**src/rtl/ula_pkg.sv**
```systemverilog
// Shared definitions for the 8-bit ULA and the command sequencer that feeds it.
//
// Contents:
//   DATA_W / RES_W / OP_W  default operand, result and opcode widths
//   OP_*                   opcode values presented on the ULA Seletor input
//   seq_state_e            sequencer FSM state encoding
package ula_pkg;

    localparam int unsigned DATA_W = 8;
    localparam int unsigned RES_W  = 16;
    localparam int unsigned OP_W   = 4;

    localparam logic [OP_W-1:0] OP_ADD  = 4'd0;
    localparam logic [OP_W-1:0] OP_SUB  = 4'd1;
    localparam logic [OP_W-1:0] OP_MUL  = 4'd2;
    localparam logic [OP_W-1:0] OP_DIV  = 4'd3;
    localparam logic [OP_W-1:0] OP_SHL  = 4'd4;
    localparam logic [OP_W-1:0] OP_SHR  = 4'd5;
    localparam logic [OP_W-1:0] OP_ROL  = 4'd6;
    localparam logic [OP_W-1:0] OP_ROR  = 4'd7;
    localparam logic [OP_W-1:0] OP_AND  = 4'd8;
    localparam logic [OP_W-1:0] OP_OR   = 4'd9;
    localparam logic [OP_W-1:0] OP_XOR  = 4'd10;
    localparam logic [OP_W-1:0] OP_NOR  = 4'd11;
    localparam logic [OP_W-1:0] OP_NAND = 4'd12;
    localparam logic [OP_W-1:0] OP_XNOR = 4'd13;
    localparam logic [OP_W-1:0] OP_GT   = 4'd14;
    localparam logic [OP_W-1:0] OP_EQ   = 4'd15;

    typedef enum logic [1:0] {
        StIdle,
        StIssue,
        StWait,
        StDone
    } seq_state_e;

endpackage

```
**src/rtl/ula_sequencer.sv**
```systemverilog
// Command sequencer in front of the 8-bit ULA.
//
// Takes one (op, A, B) command at a time over a valid/ready handshake, drives the ULA's
// registered inputs, waits out the ULA's output register, captures S together with zero and
// divide-by-zero flags, and offers the result over a valid/ready handshake. Completed
// hand-offs are counted in op_count.
//
// Ports:
//   clock, reset                       rising-edge clock, synchronous active-high reset
//   cmd_valid/cmd_ready                command handshake (cmd_ready high only when idle)
//   cmd_op, cmd_a, cmd_b, cmd_acc      command payload
//   alu_sel, alu_a, alu_b              registered drive to the ULA inputs
//   alu_s                              ULA result, valid one clock after the ULA samples
//   res_valid/res_ready                result handshake
//   res_data, res_zero, res_err        captured result and flags
//   busy                               high whenever an operation is in flight
//   op_count                           number of results handed off (wrapping)
//
// Build option: ULA_SEQ_ACC_EN -- when defined, cmd_acc=1 at accept feeds the low DATA_W bits
// of the last result into alu_a instead of cmd_a. When undefined, cmd_acc is ignored.
module ula_sequencer
    import ula_pkg::*;
#(
    parameter int unsigned DATA_W = ula_pkg::DATA_W,
    parameter int unsigned RES_W  = ula_pkg::RES_W,
    parameter int unsigned OP_W   = ula_pkg::OP_W,
    parameter int unsigned CNT_W  = 16
) (
    input  logic              clock,
    input  logic              reset,

    input  logic              cmd_valid,
    output logic              cmd_ready,
    input  logic [OP_W-1:0]   cmd_op,
    input  logic [DATA_W-1:0] cmd_a,
    input  logic [DATA_W-1:0] cmd_b,
    input  logic              cmd_acc,

    output logic [OP_W-1:0]   alu_sel,
    output logic [DATA_W-1:0] alu_a,
    output logic [DATA_W-1:0] alu_b,
    input  logic [RES_W-1:0]  alu_s,

    output logic              res_valid,
    input  logic              res_ready,
    output logic [RES_W-1:0]  res_data,
    output logic              res_zero,
    output logic              res_err,

    output logic              busy,
    output logic [CNT_W-1:0]  op_count
);

    if (RES_W != 2 * DATA_W) begin : g_width_check
        $error("ula_sequencer: RES_W must equal 2*DATA_W");
    end

    seq_state_e state_q, state_d;

    logic              div0_q, div0_d;
    logic [OP_W-1:0]   sel_d;
    logic [DATA_W-1:0] a_d, b_d;
    logic [RES_W-1:0]  res_data_d;
    logic              res_valid_d, res_zero_d, res_err_d;
    logic [CNT_W-1:0]  op_count_d;
    logic [DATA_W-1:0] a_src;

`ifdef ULA_SEQ_ACC_EN
    // res_data still holds the last completed result whenever a command can be accepted.
    assign a_src = cmd_acc ? res_data[DATA_W-1:0] : cmd_a;
`else
    logic acc_unused;
    assign acc_unused = cmd_acc;
    assign a_src      = cmd_a;
`endif

    // State register
    always_ff @(posedge clock) begin
        if (reset) begin
            state_q <= StIdle;
        end else begin
            state_q <= state_d;
        end
    end

    // Next-state logic
    always_comb begin
        state_d = state_q;
        unique case (state_q)
            StIdle:  if (cmd_valid) state_d = StIssue;
            StIssue: state_d = StWait;
            StWait:  state_d = StDone;
            StDone:  if (res_ready) state_d = StIdle;
            default: state_d = StIdle;
        endcase
    end

    // Output logic: handshake signals plus next values of the registered outputs
    always_comb begin
        cmd_ready   = (state_q == StIdle);
        busy        = (state_q != StIdle);
        sel_d       = alu_sel;
        a_d         = alu_a;
        b_d         = alu_b;
        div0_d      = div0_q;
        res_data_d  = res_data;
        res_valid_d = res_valid;
        res_zero_d  = res_zero;
        res_err_d   = res_err;
        op_count_d  = op_count;
        unique case (state_q)
            StIdle: begin
                if (cmd_valid) begin
                    sel_d  = cmd_op;
                    a_d    = a_src;
                    b_d    = cmd_b;
                    div0_d = (cmd_op == OP_W'(OP_DIV)) && (cmd_b == '0);
                end
            end
            StWait: begin
                // A divide by zero discards whatever the ULA produced.
                res_data_d  = div0_q ? '0 : alu_s;
                res_zero_d  = div0_q || (alu_s == '0);
                res_err_d   = div0_q;
                res_valid_d = 1'b1;
            end
            StDone: begin
                if (res_ready) begin
                    res_valid_d = 1'b0;
                    op_count_d  = op_count + 1'b1;
                end
            end
            default: ;
        endcase
    end

    // Registered outputs and datapath
    always_ff @(posedge clock) begin
        if (reset) begin
            alu_sel   <= '0;
            alu_a     <= '0;
            alu_b     <= '0;
            div0_q    <= 1'b0;
            res_data  <= '0;
            res_valid <= 1'b0;
            res_zero  <= 1'b0;
            res_err   <= 1'b0;
            op_count  <= '0;
        end else begin
            alu_sel   <= sel_d;
            alu_a     <= a_d;
            alu_b     <= b_d;
            div0_q    <= div0_d;
            res_data  <= res_data_d;
            res_valid <= res_valid_d;
            res_zero  <= res_zero_d;
            res_err   <= res_err_d;
            op_count  <= op_count_d;
        end
    end

endmodule

```
**config.mk**
```make
export PLATFORM = sky130hd
export DESIGN_NAME = ula_sequencer
export DESIGN_NICKNAME = d
export VERILOG_FILES = /design/src/rtl/ula_pkg.sv /design/src/rtl/ula_sequencer.sv
export SDC_FILE = /design/constraint.sdc
export NUM_CORES = 1
export LEC_CHECK = 0
export ABC_AREA = 0
export BUFFER_PORTS_ARGS = -buffer_cell sky130_fd_sc_hd__clkbuf_2
export CAP_MARGIN = 20
export CELL_PAD_IN_SITES_DETAIL_PLACEMENT = 1
export CELL_PAD_IN_SITES_GLOBAL_PLACEMENT = 2
export CORE_MARGIN = 3
export CORE_UTILIZATION = 23
export DETAILED_ROUTE_END_ITERATION = 10
export PLACE_DENSITY = 0.79
export SYNTH_ARGS = -nofsm -noshare
export SYNTH_HDL_FRONTEND = slang
export SYNTH_SLANG_ARGS = --single-unit
```
**constraint.sdc**
```tcl
create_clock -name clock -period 1.6 [get_ports clock]
set_clock_uncertainty 0.05 [all_clocks]
set_input_delay 0.16 -clock clock [delete_from_list [all_inputs] [get_ports clock]]
set_output_delay 0.16 -clock clock [all_outputs]
set_load 0.05 [all_outputs]
```
==> summary.txt, run 1 <==
Post-synthesis cell type count - 26
Diodes inserted - 0
Final net count - 442
Commonest cells in the netlist - dfxtp_1 (58), nand2_1 (52), a21oi_1 (45)
Worst path slowest cell - or3_4
Largest net degree at the start of global routing - 59
Worst path cell trace - nand4_4, or3_4, or3_1, a21oi_1
Cells after synthesis - 282
Switching portion of total power - 43.3%
Buffers & Inverters on Critical Path - 0
Comb power frac - 43.3%
Post-detail-place hpwl - 5080 um
Hold endpoint - alu_a[4]
Yosys top cell area share - 50.3%
Post-DP Area - 3080 sq um
Worst Setup Slack, final - 0.0726 ns
Syn. warnings - 0
Status - complete, no violations
Most frequent cell after synthesis - dfxtp_1
Worst EP arrival - 1.75 ns
Site Rows - 35
Gpl congestion - 0.716
Via Count - 2,374
Total GRT Usage - 13.0%
First-pass detailed-route iteration total - 4
Max Slew Vio Count - 0
Synth Register Bits - 58
Primary FF master, synth - dfxtp_1
Total Wirelength - 7130 um
Setup repair after global routing missed its margin - true
H-tree levels - 3
WS Path Type - flip-flop to flip-flop
Reg2reg start - op_count[7]
DRC violations left - 0
Starting DRT DRC Count - 28
Seq/Total Area, Yosys - 50.3%
Fin crit period - 1.53 ns
Switch Pwr - 2.30 mW
Vias/cell - 4.47
Worst-skew pair later-pin latency - 0.34 ns
Cells after DPL - 507
Initial Util - 24.3%
Hold path depth - 3
IO Pins - 98
Fmax - 655 MHz
Top cells by area, synth - dfxtp_1 (50%), a21oi_1 (9.8%), nand2_1 (8.5%)
Clk sinks - 58
Clock power frac - 23.0%
Slew HR - 75.0%
Syn avg cell area - 8.19 sq um
R2R cell count - 4
Core Region - 9500 sq um
Synth area leader - dfxtp_1
Post-synth EDFFs - 0
First-pass GRT wire length - 11,700 um
Actual slew at the worst max-slew pin - 0.372 ns
Top cell family by delay on the critical path - simple AND/OR/NAND/NOR gates
# port buffers - 96
Final critical-path share of the clock period - 95.5%
Final setup violation count - 0
Crit Path Max Fanout - 6
DIE WIDTH - 106 um
Nature of the critical path startpoint - flip-flop
Final hold viol count - 0
Die area - 11,300 sq um
Hold wc startpoint - cmd_a[4]
Die Y - 106 um
Gr ovfl total - 0
Final Cell Area - 3410 sq um
Area growth from synthesis to layout - 47.8%
Root Buffer - clkbuf_8
Antenna violations before repair - 0
Clk buf depth - 2
Non-Filler Instances - 531
Leak pwr - 1.50 nW
Worst hold path class - input pin to flip-flop
Vias in the first global route - 2,450
Pint - 3.01 mW
Post-route ant nets - 0
CP max stage delay - 0.40 ns
Max_cap viols - 0
DR WL/cell - 13.4 um
Num CTS Buffers - 9
End of the worst register-to-register path - op_count[15]
CP endpoint kind - flip-flop
Ys async rst share - 0%
Layout cell share with drive strength beyond 1 - 41.0%
CTS tree - yes
Mapped cell area - 2310 sq um
Net Count, Synth - 327
Post-Place Setup Slack - 0.0106 ns
Clock transition at path regs - 0.07 ns
P per Cell Area - 1550 nW/um^2
Maximum VDD drop - 493 uV
Seq pwr share - 33.7%
Req. time, crit path - 1.83 ns
Flop2flop setup slack - 0.07 ns
==> area by class of cell <==
type,count,area (sq um)
Clock buffer,13,159
Clock inverter,3,15.0
Fill cell,1176,6090
Inverter,4,21.3
Multi-Input combinational cell,204,1160
Sequential cell,58,1190
Tap cell,129,161
Timing Repair Buffer,120,707
==> cell families after synthesis <==
logic type | after synthesis | synth area share (%)
mux | 2 | 0.867
fa+ha+maj | 4 | 2.17
buf+inv | 20 | 3.25
flops | 58 | 50.3
xor+xnor | 10 | 3.79
compound gates | 50 | 10.9
simple gates | 138 | 28.7
==> stage by stage <==
stage	utilization [%]	hold WS [ns]	total power, mW	TNS [ns]
floorplan	-	0.246	3.44	-0.0833
global placement	32.4	0.336	4.00	0
detailed placement	32.4	0.342	4.05	0
CTS	35.1	0.000366	5.34	0
global route	35.9	0.0168	5.67	-0.00331
finish	35.9	0.00681	5.31	0
==> registers in the layout, indices dropped and copies added (netlist names) <==
signal,flops
op_count,16
res_data,16
alu_a,8
alu_b,8
alu_sel,4
state_q,2
div0_q,1
res_err,1
res_valid,1
res_zero,1
==> worst max path at each step <==
| stage | start | endpoint | slack (ns) | cells after the start |
|---|---|---|---|---|
| 2_1_floorplan | state_q[1] | alu_a[0] | -0.004 | 7 |
| 3_3_place_gp | state_q[0] | op_count[15] | 0.08 | 5 |
| 3_5_place_dp | state_q[0] | op_count[12] | 0.01 | 5 |
| 4_1_cts | state_q[0] | busy | 0.009 | 5 |
| 5_1_grt | state_q[0] | alu_a[0] | -0.003 | 8 |
| 6_report | op_count[7] | op_count[15] | 0.07 | 4 |
==> power groups by stage <==
stage | clock [mW] | sequential [mW] | combinational, mW
3_5_place_dp | 0 | 1.82 | 2.23
2_1_floorplan | 0 | 2.52 | 0.923
3_3_place_gp | 0 | 1.81 | 2.19
5_1_grt | 1.35 | 1.82 | 2.51
4_1_cts | 1.27 | 1.79 | 2.28
6_report | 1.22 | 1.79 | 2.30
==> per-layer routing <==
| layer | global-route usage [%] | vias up | wire [um] |
|---|---|---|---|
| met5 | 0 | - | 0 |
| met4 | 5.27 | 0 | 105 |
| met3 | 3.70 | 8 | 432 |
| met2 | 21.9 | 72 | 3390 |
| met1 | 15.5 | 1117 | 3200 |
| li1 | - | 1177 | - |
==> cell usage in the layout, fill, tap and decap left out, types with 4 or more instances in the layout <==
master	instances
dfxtp_1	43
o21ai_0	4
nor2_1	31
dfxtp_4	6
nor4_1	6
clkbuf_8	12
a21oi_1	41
a21oi_2	4
nand2_1	50
xor2_1	7
nand3_1	4
nand4_1	6
buf_4	14
nor2b_1	19
or3_1	4
dlygate4sd3_1	7
clkbuf_2	95
dfxtp_2	9
==> worst reg2reg max path: stages (launching register included) <==
cell	delay, ns
dfxtp_4	0.39
nand4_4	0.12
or3_4	0.40
or3_1	0.36
a21oi_1	0.15
==> what timing repair did <==
item	4_1_cts	5_1_grt
pin swaps	0	5
setup endpoints to repair	2	45
hold endpoints to repair	7	0
gates resized for setup	3	20
hold buffers	7	0
setup buffers	0	1
(Power assumes the default switching activity.)
==> inputs of run 2 (changes only) <==
--- a/config.mk
+++ b/config.mk
@@ -10,9 +10,11 @@
 export CAP_MARGIN = 20
 export CELL_PAD_IN_SITES_DETAIL_PLACEMENT = 1
 export CELL_PAD_IN_SITES_GLOBAL_PLACEMENT = 2
+export CORE_ASPECT_RATIO = 1.75
 export CORE_MARGIN = 3
 export CORE_UTILIZATION = 23
 export DETAILED_ROUTE_END_ITERATION = 10
+export MAX_ROUTING_LAYER = met4
 export PLACE_DENSITY = 0.79
 export SYNTH_ARGS = -nofsm -noshare
 export SYNTH_HDL_FRONTEND = slang
==> summary.txt, run 2 (same netlist as run 1, synthesis figures left out) <==
Total Wirelength - 7300 um
CTS tree - yes
Via Count - 2,356
End of the worst register-to-register path - op_count[13]
IO Pins - 98
Layout cell share with drive strength beyond 1 - 44.0%
Die area - 11,300 sq um
Fmax - 658 MHz
Largest net degree at the start of global routing - 22
Slew HR - 73.4%
First-pass detailed-route iteration total - 4
WS Path Type - flip-flop to flip-flop
Post-route ant nets - 0
Final critical-path share of the clock period - 94.9%
Clock power frac - 31.7%
Switching portion of total power - 39.3%
CP endpoint kind - flip-flop
Flop2flop setup slack - 0.08 ns
Top flop regs - op_count x16, res_data x16
Area growth from synthesis to layout - 52.2%
Crit Path Max Fanout - 5
Clk buf depth - 2
Non-Filler Instances - 520
Req. time, crit path - 1.80 ns
Antenna violations before repair - 0
Pint - 3.71 mW
Initial Util - 23.9%
Maximum VDD drop - 768 uV
Cells after DPL - 501
Max_cap viols - 0
DR WL/cell - 14.0 um
Actual slew at the worst max-slew pin - 0.395 ns
Root Buffer - clkbuf_16
Status - complete, no violations
Most frequent cells in the layout - clkbuf_2 (95), nand2_1 (50), dfxtp_1 (42), a21oi_1 (35), nor2_1 (31)
First-pass GRT wire length - 11,600 um
Hold path depth - 3
Site Rows - 47
R2R cell count - 6
Worst-skew pair later-pin latency - 0.32 ns
Final setup violation count - 0
Gpl congestion - 0.801
Setup TNS - 0 ns
Diodes inserted - 0
Total GRT Usage - 13.5%
Worst hold path class - input pin to flip-flop
Switch Pwr - 2.41 mW
CTS hold repair buffers - 0
Hold slack - 0.0142 ns
Reg2reg start - state_q[0]
Most common cell after layout, fill and taps aside - clkbuf_2
Fin crit period - 1.52 ns
Worst EP arrival - 1.72 ns
Seq pwr share - 29.6%
P per Cell Area - 1740 nW/um^2
Num CTS Buffers - 9
Core Region - 9640 sq um
Die Y - 139 um
Vias in the first global route - 2,438
Hold wc startpoint - cmd_a[7]
Final hold viol count - 0
Starting DRT DRC Count - 45
H-tree levels - 3
Gr ovfl total - 0
Leak pwr - 1.53 nW
Hold endpoint - alu_a[7]
Nature of the critical path startpoint - flip-flop
Clk sinks - 58
Final net count - 438
DIE WIDTH - 81.8 um
Post-detail-place hpwl - 5490 um
# port buffers - 96
DRC violations left - 0
Comb power frac - 38.8%
Clock transition at path regs - 0.05 ns
Max Slew Vio Count - 0
Vias/cell - 4.53
run 2: cell types whose count changed in the layout (fill, tap and decap cells not counted), moves of 2 or more:
cell / change
clkbuf_16: +9
clkbuf_8: -9
dlygate4sd3_1: -7
a21oi_1: -6
a21oi_2: +6
buf_6: +3
clkinv_2: -2
run 2: layout make-up:
cell class,count,area (sq um)
inverters,4,18.8
clock inverters,4,48.8
repair buffers,116,671
fillers,1193,6130
multi-input cells,204,1170
well taps,122,153
flip-flops and latches,58,1200
clock buffers,12,256
run 2: worst max-delay path, cell delays in order, from the launching register on:
cell     delay [ns]
dfxtp_2        0.33
buf_4          0.12
ha_4           0.15
and4_4         0.25
nand2_1        0.08
or3_4          0.34
a21oi_2        0.13
run 2: repair_timing:
| action | in CTS | in global routing |
|---|---|---|
| gates cloned | 0 | 1 |
| setup endpoints to repair | 10 | 24 |
| setup buffers | 0 | 3 |
| pin swaps | 1 | 4 |
| resized for setup | 8 | 23 |
run 2: power groups by stage:
stage          clock (mW)  sequential [mW]  combinational [mW]
2_1_floorplan           0             2.52               0.923
3_3_place_gp            0             1.81                2.18
3_5_place_dp            0             1.82                2.24
4_1_cts              2.00             1.79                2.29
5_1_grt              2.08             1.84                2.55
6_report             1.94             1.81                2.37
run 2: how the worst max path moves through the flow:
stage | depth (start not counted) | start | end | slack (ns)
final | 6 | state_q[0] | op_count[13] | 0.08
after detailed placement | 6 | state_q[1] | op_count[15] | -0.05
after global placement | 5 | state_q[0] | res_data[2] | -0.26
after floorplan | 7 | state_q[1] | alu_a[0] | -0.004
after global routing | 8 | state_q[0] | alu_b[0] | -0.01
after CTS | 5 | state_q[1] | busy | 0.01
run 2: through the flow:
step                total power, mW  setup slack [ns]  utilization (%)  area, sq um
floorplan                      3.44          -0.00417                -         2390
global placement               3.98            -0.263             31.9         3070
detailed placement             4.06           -0.0475             32.0         3080
CTS                            6.08            0.0124             35.4         3420
global route                   6.48           -0.0121             36.4         3510
finish                         6.12            0.0814             36.4         3510
run 2: routing by layer:
| layer | vias to the layer above | track usage, % | wire length, um |
|---|---|---|---|
| met5 | - | - | 0 |
| met4 | 0 | 6.04 | 131 |
| met3 | 8 | 2.80 | 288 |
| met2 | 59 | 23.8 | 4120 |
| met1 | 1122 | 13.9 | 2750 |
| li1 | 1167 | - | - |
